`src/rtl/triangle_assembler.sv`:
```
// Groups projected vertices into triangles, drops any triangle touching a culled vertex,
// computes the screen bounding box and hands triangles to the rasteriser.
// Optional BACKFACE_CULL_EN adds a CHECK stage that discards triangles with area <= 0.
//
// Collector states:
//   state | meaning
//   SLOT0 | waiting for first vertex of a triangle
//   SLOT1 | one vertex event seen
//   SLOT2 | two vertex events seen; next event completes the triangle
module triangle_assembler #(
    parameter int X_WIDTH   = 20,
    parameter int Y_WIDTH   = 18,
    parameter int Z_WIDTH   = 16,
    parameter int CNT_WIDTH = 16
) (
    input  logic                   clk_in,
    input  logic                   rst_in,
    input  logic                   vertex_valid_in,
    input  logic                   vertex_cull_in,
    input  logic [X_WIDTH-1:0]     vertex_x_in,
    input  logic [Y_WIDTH-1:0]     vertex_y_in,
    input  logic [Z_WIDTH-1:0]     vertex_z_in,
    output logic                   ready_out,
    output logic                   tri_valid_out,
    input  logic                   tri_ready_in,
    output logic [3*X_WIDTH-1:0]   tri_x_out,
    output logic [3*Y_WIDTH-1:0]   tri_y_out,
    output logic [3*Z_WIDTH-1:0]   tri_z_out,
    output logic [X_WIDTH-1:0]     bbox_x_min_out,
    output logic [X_WIDTH-1:0]     bbox_x_max_out,
    output logic [Y_WIDTH-1:0]     bbox_y_min_out,
    output logic [Y_WIDTH-1:0]     bbox_y_max_out,
    output logic [CNT_WIDTH-1:0]   drop_count_out
);

    typedef enum logic [1:0] {SLOT0, SLOT1, SLOT2} slot_e;

    slot_e                 slot_q, slot_d;
    logic                  drop_flag_q, drop_flag_d;
    logic [X_WIDTH-1:0]    x0_q, x0_d, x1_q, x1_d;
    logic [Y_WIDTH-1:0]    y0_q, y0_d, y1_q, y1_d;
    logic [Z_WIDTH-1:0]    z0_q, z0_d, z1_q, z1_d;
    logic [X_WIDTH-1:0]    xmin_q, xmin_d, xmax_q, xmax_d;
    logic [Y_WIDTH-1:0]    ymin_q, ymin_d, ymax_q, ymax_d;

    logic                  out_valid_q, out_valid_d;
    logic [3*X_WIDTH-1:0]  out_x_q, out_x_d;
    logic [3*Y_WIDTH-1:0]  out_y_q, out_y_d;
    logic [3*Z_WIDTH-1:0]  out_z_q, out_z_d;
    logic [X_WIDTH-1:0]    out_xmin_q, out_xmin_d, out_xmax_q, out_xmax_d;
    logic [Y_WIDTH-1:0]    out_ymin_q, out_ymin_d, out_ymax_q, out_ymax_d;
    logic [CNT_WIDTH-1:0]  drop_cnt_q, drop_cnt_d;

    logic                  cull_ev, vld_ev, any_ev, complete, coll_drop, coll_xfer;
    logic [X_WIDTH-1:0]    nx_min, nx_max;
    logic [Y_WIDTH-1:0]    ny_min, ny_max;
    logic [3*X_WIDTH-1:0]  asm_x;
    logic [3*Y_WIDTH-1:0]  asm_y;
    logic [3*Z_WIDTH-1:0]  asm_z;
    logic                  out_load;
    logic [1:0]            drop_inc;
    logic [CNT_WIDTH:0]    drop_sum;

    // A blocked CHECK stage implies a full output stage, so out_valid_q covers both cases.
    assign ready_out = !((slot_q == SLOT2) && !drop_flag_q && out_valid_q);

    assign cull_ev   = vertex_cull_in;
    assign vld_ev    = vertex_valid_in && ready_out && !vertex_cull_in;
    assign any_ev    = cull_ev || vld_ev;
    assign complete  = any_ev && (slot_q == SLOT2);
    assign coll_drop = complete && (drop_flag_q || cull_ev);
    assign coll_xfer = complete && !coll_drop;

    assign nx_min = ((slot_q == SLOT0) || (vertex_x_in < xmin_q)) ? vertex_x_in : xmin_q;
    assign nx_max = ((slot_q == SLOT0) || (vertex_x_in > xmax_q)) ? vertex_x_in : xmax_q;
    assign ny_min = ((slot_q == SLOT0) || (vertex_y_in < ymin_q)) ? vertex_y_in : ymin_q;
    assign ny_max = ((slot_q == SLOT0) || (vertex_y_in > ymax_q)) ? vertex_y_in : ymax_q;

    assign asm_x = {vertex_x_in, x1_q, x0_q};
    assign asm_y = {vertex_y_in, y1_q, y0_q};
    assign asm_z = {vertex_z_in, z1_q, z0_q};

`ifdef BACKFACE_CULL_EN
    localparam int AW = X_WIDTH + Y_WIDTH + 3;

    function automatic logic signed [AW-1:0] sx(input logic [X_WIDTH-1:0] v);
        return $signed({{(AW-X_WIDTH){1'b0}}, v});
    endfunction

    function automatic logic signed [AW-1:0] sy(input logic [Y_WIDTH-1:0] v);
        return $signed({{(AW-Y_WIDTH){1'b0}}, v});
    endfunction

    logic                  chk_valid_q, chk_valid_d;
    logic [3*X_WIDTH-1:0]  chk_x_q, chk_x_d;
    logic [3*Y_WIDTH-1:0]  chk_y_q, chk_y_d;
    logic [3*Z_WIDTH-1:0]  chk_z_q, chk_z_d;
    logic [X_WIDTH-1:0]    chk_xmin_q, chk_xmin_d, chk_xmax_q, chk_xmax_d;
    logic [Y_WIDTH-1:0]    chk_ymin_q, chk_ymin_d, chk_ymax_q, chk_ymax_d;
    logic signed [AW-1:0]  area;
    logic                  chk_kill, chk_move;

    assign area = (sx(chk_x_q[X_WIDTH +: X_WIDTH]) - sx(chk_x_q[0 +: X_WIDTH]))
                * (sy(chk_y_q[2*Y_WIDTH +: Y_WIDTH]) - sy(chk_y_q[0 +: Y_WIDTH]))
                - (sx(chk_x_q[2*X_WIDTH +: X_WIDTH]) - sx(chk_x_q[0 +: X_WIDTH]))
                * (sy(chk_y_q[Y_WIDTH +: Y_WIDTH]) - sy(chk_y_q[0 +: Y_WIDTH]));
    assign chk_kill = chk_valid_q && (area[AW-1] || (area == '0));
    assign chk_move = chk_valid_q && !chk_kill && (!out_valid_q || tri_ready_in);
    assign out_load = chk_move;
    assign drop_inc = {1'b0, coll_drop} + {1'b0, chk_kill};
`else
    assign out_load = coll_xfer;
    assign drop_inc = {1'b0, coll_drop};
`endif

    assign drop_sum = {1'b0, drop_cnt_q} + {{(CNT_WIDTH-1){1'b0}}, drop_inc};

    always_comb begin
        slot_d      = slot_q;
        drop_flag_d = drop_flag_q;
        x0_d = x0_q;  x1_d = x1_q;
        y0_d = y0_q;  y1_d = y1_q;
        z0_d = z0_q;  z1_d = z1_q;
        xmin_d = xmin_q;  xmax_d = xmax_q;
        ymin_d = ymin_q;  ymax_d = ymax_q;
        out_valid_d = out_valid_q;
        out_x_d = out_x_q;  out_y_d = out_y_q;  out_z_d = out_z_q;
        out_xmin_d = out_xmin_q;  out_xmax_d = out_xmax_q;
        out_ymin_d = out_ymin_q;  out_ymax_d = out_ymax_q;
        drop_cnt_d = drop_sum[CNT_WIDTH] ? {CNT_WIDTH{1'b1}} : drop_sum[CNT_WIDTH-1:0];

        if (vld_ev && (slot_q != SLOT2)) begin
            xmin_d = nx_min;  xmax_d = nx_max;
            ymin_d = ny_min;  ymax_d = ny_max;
            if (slot_q == SLOT0) begin
                x0_d = vertex_x_in;  y0_d = vertex_y_in;  z0_d = vertex_z_in;
            end else begin
                x1_d = vertex_x_in;  y1_d = vertex_y_in;  z1_d = vertex_z_in;
            end
        end

        if (cull_ev) drop_flag_d = 1'b1;

        if (any_ev) begin
            case (slot_q)
                SLOT0:   slot_d = SLOT1;
                SLOT1:   slot_d = SLOT2;
                default: begin
                    slot_d      = SLOT0;
                    drop_flag_d = 1'b0;
                end
            endcase
        end

        if (out_valid_q && tri_ready_in) out_valid_d = 1'b0;

`ifdef BACKFACE_CULL_EN
        chk_valid_d = chk_valid_q;
        chk_x_d = chk_x_q;  chk_y_d = chk_y_q;  chk_z_d = chk_z_q;
        chk_xmin_d = chk_xmin_q;  chk_xmax_d = chk_xmax_q;
        chk_ymin_d = chk_ymin_q;  chk_ymax_d = chk_ymax_q;
        if (chk_kill || chk_move) chk_valid_d = 1'b0;
        if (coll_xfer) begin
            chk_valid_d = 1'b1;
            chk_x_d = asm_x;  chk_y_d = asm_y;  chk_z_d = asm_z;
            chk_xmin_d = nx_min;  chk_xmax_d = nx_max;
            chk_ymin_d = ny_min;  chk_ymax_d = ny_max;
        end
        if (out_load) begin
            out_valid_d = 1'b1;
            out_x_d = chk_x_q;  out_y_d = chk_y_q;  out_z_d = chk_z_q;
            out_xmin_d = chk_xmin_q;  out_xmax_d = chk_xmax_q;
            out_ymin_d = chk_ymin_q;  out_ymax_d = chk_ymax_q;
        end
`else
        if (out_load) begin
            out_valid_d = 1'b1;
            out_x_d = asm_x;  out_y_d = asm_y;  out_z_d = asm_z;
            out_xmin_d = nx_min;  out_xmax_d = nx_max;
            out_ymin_d = ny_min;  out_ymax_d = ny_max;
        end
`endif
    end

    always_ff @(posedge clk_in or posedge rst_in) begin
        if (rst_in) begin
            slot_q      <= SLOT0;
            drop_flag_q <= 1'b0;
            x0_q <= '0;  x1_q <= '0;
            y0_q <= '0;  y1_q <= '0;
            z0_q <= '0;  z1_q <= '0;
            xmin_q <= '0;  xmax_q <= '0;
            ymin_q <= '0;  ymax_q <= '0;
            out_valid_q <= 1'b0;
            out_x_q <= '0;  out_y_q <= '0;  out_z_q <= '0;
            out_xmin_q <= '0;  out_xmax_q <= '0;
            out_ymin_q <= '0;  out_ymax_q <= '0;
            drop_cnt_q <= '0;
`ifdef BACKFACE_CULL_EN
            chk_valid_q <= 1'b0;
            chk_x_q <= '0;  chk_y_q <= '0;  chk_z_q <= '0;
            chk_xmin_q <= '0;  chk_xmax_q <= '0;
            chk_ymin_q <= '0;  chk_ymax_q <= '0;
`endif
        end else begin
            slot_q      <= slot_d;
            drop_flag_q <= drop_flag_d;
            x0_q <= x0_d;  x1_q <= x1_d;
            y0_q <= y0_d;  y1_q <= y1_d;
            z0_q <= z0_d;  z1_q <= z1_d;
            xmin_q <= xmin_d;  xmax_q <= xmax_d;
            ymin_q <= ymin_d;  ymax_q <= ymax_d;
            out_valid_q <= out_valid_d;
            out_x_q <= out_x_d;  out_y_q <= out_y_d;  out_z_q <= out_z_d;
            out_xmin_q <= out_xmin_d;  out_xmax_q <= out_xmax_d;
            out_ymin_q <= out_ymin_d;  out_ymax_q <= out_ymax_d;
            drop_cnt_q <= drop_cnt_d;
`ifdef BACKFACE_CULL_EN
            chk_valid_q <= chk_valid_d;
            chk_x_q <= chk_x_d;  chk_y_q <= chk_y_d;  chk_z_q <= chk_z_d;
            chk_xmin_q <= chk_xmin_d;  chk_xmax_q <= chk_xmax_d;
            chk_ymin_q <= chk_ymin_d;  chk_ymax_q <= chk_ymax_d;
`endif
        end
    end

    assign tri_valid_out  = out_valid_q;
    assign tri_x_out      = out_x_q;
    assign tri_y_out      = out_y_q;
    assign tri_z_out      = out_z_q;
    assign bbox_x_min_out = out_xmin_q;
    assign bbox_x_max_out = out_xmax_q;
    assign bbox_y_min_out = out_ymin_q;
    assign bbox_y_max_out = out_ymax_q;
    assign drop_count_out = drop_cnt_q;

endmodule
```
`config.mk`:
```
export PLATFORM = sky130hd
export DESIGN_NAME = triangle_assembler
export DESIGN_NICKNAME = d
export VERILOG_FILES = /design/src/rtl/triangle_assembler.sv
export SDC_FILE = /design/constraint.sdc
export NUM_CORES = 1
export LEC_CHECK = 0
export BUFFER_PORTS_ARGS = -buffer_cell sky130_fd_sc_hd__clkbuf_2
export CAP_MARGIN = 10
export CORE_ASPECT_RATIO = 0.5
export CORE_MARGIN = 2
export CORE_UTILIZATION = 40
export CTS_CLUSTER_SIZE = 28
export DETAILED_ROUTE_END_ITERATION = 8
export PLACE_DENSITY_LB_ADDON = 0.08
export SYNTH_ARGS = -nofsm -noshare
export SYNTH_HDL_FRONTEND = slang
export SYNTH_SLANG_ARGS = --single-unit
```
`constraint.sdc`:
```
create_clock -name clk_in -period 11.9 [get_ports clk_in]
set_input_delay 0.595 -clock clk_in [delete_from_list [all_inputs] [get_ports clk_in]]
set_output_delay 0.595 -clock clk_in [all_outputs]
set_load 0.05 [all_outputs]
```
# ---- Yosys cells after proc, flatten, opt, wreduce, memory -nomap -nowiden
# Index checks and enable logic that the tools add are counted.
dict set report totals {
  regBits 442
  out_inout_bits 256
  elab_cells 65
}
dict set report op_classes {
  addsub 1
  magnitude_cmp 4
  n_eq_ne 3
  n_mux 11
  n_bitwise 1
  reduce_logical 24
}
# operator n
set ops {}
lappend ops {{20-bit two-way mux} 2}
lappend ops {{18-bit two-way mux} 2}
lappend ops {{20-bit greater-than comparator} 1}
lappend ops {{20-bit < comparator} 1}
lappend ops {{18-bit greater-than comparator} 1}
lappend ops {{18-bit < comparator} 1}
lappend ops {{16-bit by 1-bit adder with 17-bit output} 1}
lappend ops {{16-bit two-way mux} 1}
lappend ops {{1-bit logical AND} 9}
lappend ops {{1-bit logical OR} 6}
lappend ops {{1-bit two-way mux} 5}
lappend ops {{1-bit logical NOT} 4}
lappend ops {{2-bit one-hot mux with 2 select lines} 1}
lappend ops {{2-bit AND reduction} 2}
lappend ops {{2-bit by 1-bit == test with 1-bit output, second input constant} 1}
lappend ops {{2-bit == test, second input constant} 1}
lappend ops {{2-bit logical NOT} 1}
lappend ops {{2-bit != test, second input constant} 1}
lappend ops {{2-bit nonzero test} 1}
lappend ops {{2-bit OR reduction} 1}
lappend ops {{1-bit NOT} 1}

# ---- Depth between registers and ports, before layout
dict set report logic_depth {
  depth_word 12
  mapped_depth 10
  ltp_nobuf 9
}

# ---- Worst setup path after synthesis
# No wires, ideal clock.
dict set report synth_path {
  path_type {input to register}
  startpoint {in vertex_y_in[13]}
  endpoint {reg ymin_q[0]}
  setup_ps 125
  t_arrival_ps 2564
  t_required_ps 11775
  path_slack_ps 9211
  path_stages 9
  path_buffers 2
  path_cell_list {ha_1 > and2_1 > a221o_1 > a22oi_1 > o221ai_1 > buf_4 > nor2_4 > buf_4 > mux2_2}
}
dict set report synth_via {
  elab_chain_cells 3
}
# element line_no
set synth_lines {}
lappend synth_lines {{start, declared} 21} ;# input logic [Y_WIDTH-1:0] vertex_y_in,
lappend synth_lines {{18-bit < comparator} 76} ;# assign ny_min = ((slot_q == SLOT0) || (vertex_y_in < ymin_q)) ? vertex_y_in : ymin_q;
lappend synth_lines {{1-bit logical OR} 76}
lappend synth_lines {{18-bit two-way mux} 76}
lappend synth_lines {{end signal, assigned} 212} ;# ymin_q <= ymin_d; ymax_q <= ymax_d;
lappend synth_lines {{end, declared} 44} ;# logic [Y_WIDTH-1:0] ymin_q, ymin_d, ymax_q, ymax_d;
# No other way between the ends.
# A chain may end at the register's enable or synchronous reset.

# ---- Final worst setup path
dict set report layout_path {
  startpoint {reg slot_q[0]}
  endpoint {reg out_ymax_q[5], in the netlist bbox_y_max_out[5]}
}
dict set report layout_via {
  elab_chain_cells 11
  word_cells_on_any_way 14
  cone_classes {eq/ne: 1; mux: 1; reduce/logical: 12}
}
# element line_no
set layout_lines {}
lappend layout_lines {{start, declared} 38} ;# slot_e slot_q, slot_d;
lappend layout_lines {{start signal, assigned} 206} ;# slot_q <= slot_d;
lappend layout_lines {{2-bit == test} {65, 70}}
lappend layout_lines {{1-bit logical AND (2 in a row)} 65} ;# assign ready_out = !((slot_q == SLOT2) && !drop_flag_q && out_valid_q);
lappend layout_lines {{1-bit logical NOT} 65}
lappend layout_lines {{1-bit logical AND (2 in a row)} 68} ;# assign vld_ev = vertex_valid_in && ready_out && !vertex_cull_in;
lappend layout_lines {{1-bit logical OR} 69} ;# assign any_ev = cull_ev || vld_ev;
lappend layout_lines {{1-bit logical AND} 70} ;# assign complete = any_ev && (slot_q == SLOT2);
lappend layout_lines {{1-bit logical AND} 71} ;# assign coll_drop = complete && (drop_flag_q || cull_ev);
lappend layout_lines {{1-bit logical NOT} 72} ;# assign coll_xfer = complete && !coll_drop;
lappend layout_lines {{1-bit logical AND} 72}
lappend layout_lines {{end signal, assigned} 216} ;# out_ymin_q <= out_ymin_d; out_ymax_q <= out_ymax_d;
lappend layout_lines {{end, declared} 51} ;# logic [Y_WIDTH-1:0] out_ymin_q, out_ymin_d, out_ymax_q, out_ymax_d;
# Parallel ways exist; a longest one is shown, timed or not.

==> impl_metrics.csv <==
group,metric,value,unit
run_status,run_status,"finished, final reports clean",
sta,rsz0062_at_grt,"no",
global_route,grt_max_degree,178,
critical_path,worst-r2r-cell-count,7,
min_path,min-delay-start,"tri_ready_in",
synth,mappedNetlistNets,1952,
placed_design,place_congestion,0.779,
global_route,globalRouteTotalUtil,20.8,%
sta,timing.final.max_slew_violations,0,
clock_network,cts-root-to-sink-buffers,3,
clock_network,post-cts-setup-buffers,0,
synth,syn_avg_cell_area,10.8,um2
synth,asyncSetResetFlopFracSynth,100,%
synth,yosysMostFrequentCell,"nand2_1",
power,power_leakage,11.9,nW
synth,postSynthCellCount,1817,
die,io_pins,315,
power,worst_ir_drop_vdd,148,uV
clock_network,cts_buffers,43,
layout,final_core_util,47.9,%
placed_design,numPortBuffers,314,
placed_design,place.detailed.hpwl,33800,um
synth,post_synth_most_frequent_cells,"555 x nand2_1, 442 x dfrtp_1, 173 x mux2_2, 80 x inv_1, 76 x ha_1",
die,die_w,317,um
global_route,first_global_vias,14100,
global_route,antenna_found_initial,0,
synth,synth_seq_area_share,56.5,%
sta,timing.final.setup_violations,0,
job,maxcap_viol_count,0,
sta,slew_headroom,25.9,%
synth,biggest_area_contributors_in_the_synthesized_netlist,"dfrtp_1 56%, nand2_1 11%, mux2_2 10%",
layout,num-fill-cells,4625,
die,start_util,40.4,%
clock_network,tritoncts,"built",
critical_path,critPathArrivalTime,4.11,ns
critical_path,crit_path_end_kind,"register",
clock_network,cts_max_level,2,
sta,hold_ws,0.241,ns
detailed_routing,wl,52700,um
synth,ys_flop_type,"dfrtp_1",
die,core_rows,57,
synth,ys.warnings.count,0,
sta,worst-slew-pin-transition,1.11,ns
synth,synth.cell_area,0.0196,mm2
layout,antenna-diode-count,0,
critical_path,worstSetupPathType,"register to register",
layout,finish.net_count,2235,
detailed_routing,first_iter_violations,897,
sta,setup_tns,0,ns
critical_path,worst_r2r_endpoint,"bbox_y_max_out[5]",
critical_path,timing.rr.start,"slot_q[0]",
die,design.core.area,0.0484,mm2
synth,synth-seq-cells,442,
synth,yosysTopAreaCellShare,56.5,%
min_path,timing.hold.worst.class,"primary input to register",
synth,synth_area_leader_cell,"dfrtp_1",
sta,timing.fmax,0.272,GHz
layout,area.sequential,0.0111,mm2
critical_path,crit_path_start_kind,"register",
detailed_routing,remaining_drc_errors,0,
die,die_y,160,um
clock_network,clock_latency,0.56,ns
min_path,timing.hold.worst_path_depth,2,
sta,clock-skew-final,0.0180,ns
clock_network,clk_pin_slew,0.07,ns
power,pwr_density_cell,314,mW/mm2
die,fp.dieArea,0.0508,mm2
critical_path,r2r_setup_slack,8.22,ns
clock_network,clockRootBuffer,"clkbuf_16",
detailed_routing,route.detailed.vias_per_inst,5.07,
layout,area.growth.synth_to_final,18.6,%
detailed_routing,dr.pass1.iters,5,
layout,final_layout_size_suffix_gt1_share,29.5,%
synth,ys_types,54,
clock_network,cts.hold.buffers_added,0,
sta,fin_crit_sh,30.9,%
global_route,gr-total-overflow,0,
critical_path,worst_ep_required_time,12.34,ns
clock_network,cts_resized,0,
layout,multi_input_comb_area,0.00783,mm2
detailed_routing,drtAntennaViolNets,0,
critical_path,critPathMaxFanout,83,
sta,period_needed,3.68,ns
detailed_routing,route.detailed.wl_per_inst,18.9,um
sta,timing_hold_violations_final,0,
power,post-layout-total-power,7.29,mW
detailed_routing,routed-via-count,14100,
global_route,first_pass_grt_wire_length,83400,um
clock_network,cts.sinks,442,
synth,number_of_enable_flip_flop_cells_after_synthesis,0,
min_path,hold_end,"tri_valid_out",
[sequential cells by signal, indices dropped and copies added (netlist names), 20 cells and up]
name	count
tri_y_out	54
bbox_x_max_out	20
tri_x_out	60
xmin_q	20
x1_q	20
bbox_x_min_out	20
x0_q	20
xmax_q	20
tri_z_out	48
[power breakdown]
| part | total (mW) | switching [mW] | internal [mW] | leakage (nW) |
|---|---|---|---|---|
| Clock | 1.44 | 0.615 | 0.827 | 0.727 |
| Sequential | 2.63 | 0.424 | 2.20 | 5.49 |
| Combinational | 3.22 | 2.25 | 0.968 | 5.69 |
[how the worst max path moves through the flow]
stage	slack, ns	endpoint	depth (start not counted)	startpoint
floorplan	5.33	bbox_x_max_out[0]	1	rst_in
global placement	7.89	bbox_y_max_out[5]	8	vertex_cull_in
detailed placement	7.89	bbox_y_max_out[6]	8	vertex_cull_in
CTS	8.15	bbox_y_max_out[5]	7	slot_q[0]
global route	7.93	bbox_y_max_out[8]	7	slot_q[0]
finish	8.22	bbox_y_max_out[5]	7	slot_q[0]
[cells in the final DEF (no fill, tap or decap), drive strengths merged, types with 2 or more instances in the layout]
cell type	netlist	layout
dfrtp	442	442
o221a	38	38
clkbuf	75	375
clkinv	0	9
a211o	19	19
nor2	39	39
nor3	23	23
xnor2	4	4
or2	2	2
ha	76	76
o21a	5	5
nor2b	4	4
or3	4	4
and4	3	3
a221oi	21	21
clkinvlp	0	3
mux2	183	183
nand4	17	17
nor4	25	25
mux2i	18	18
bufinv	0	4
a21oi	29	29
and2	3	3
buf	19	18
nand2	555	555
a21o	6	6
and3	6	6
inv	80	83
xor2	6	6
a211oi	3	3
nand3	10	10
nand2b	46	46
o21ai	39	39
[cell families (layout without fill, tap and decap cells)]
kind of cell / count (synthesis) / count (layout) / share of synthesized area, %
flip-flops: 442 / 442 / 56.5
AND/OR/NAND/NOR: 741 / 741 / 16.1
buffers and inverters: 174 / 492 / 3.66
multiplexers: 201 / 201 / 11.6
AO/OA/AOI/OAI: 173 / 173 / 6.84
XOR/XNOR: 10 / 10 / 0.447
adder cells (fa/ha/maj): 76 / 76 / 4.86
[metal layers]
metal  part of all wire [%]  GRT usage, %  vias to the layer above
li1                       -             -                     6715
met1                     46          29.2                     7104
met2                     48          34.3                      236
met3                    3.3          3.10                       72
met4                    2.0          4.63                        0
met5                      0             0                        -
[worst max-delay path: stages, from the launching register on]
cell and delay [ns]:
dfrtp_1 0.45, nand2b_4 0.19, nor4_2 0.26, buf_4 0.61
buf_4 0.83, o21ai_1 0.53, buf_4 0.35, o221a_1 0.25
[metrics by stage]
step / cell area [um2] / worst slack [ns] / cells
finish: 23200 / 8.22 / 2784
global route: 23200 / 7.93 / 2784
CTS: 23200 / 8.15 / 2784
detailed placement: 21700 / 7.89 / 2704
global placement: 21700 / 7.89 / 2704
floorplan: 19600 / 5.33 / 1817
[layout make-up]
cell class | instances | area share [%]
clock buffers | 61 | 5.40
clock inverters | 19 | 0.927
inverters | 80 | 1.31
multi-input cells | 1201 | 33.8
flip-flops and latches | 442 | 47.7
well taps | 649 | 3.50
repair buffers | 332 | 7.46
(Power assumes the default switching activity.)
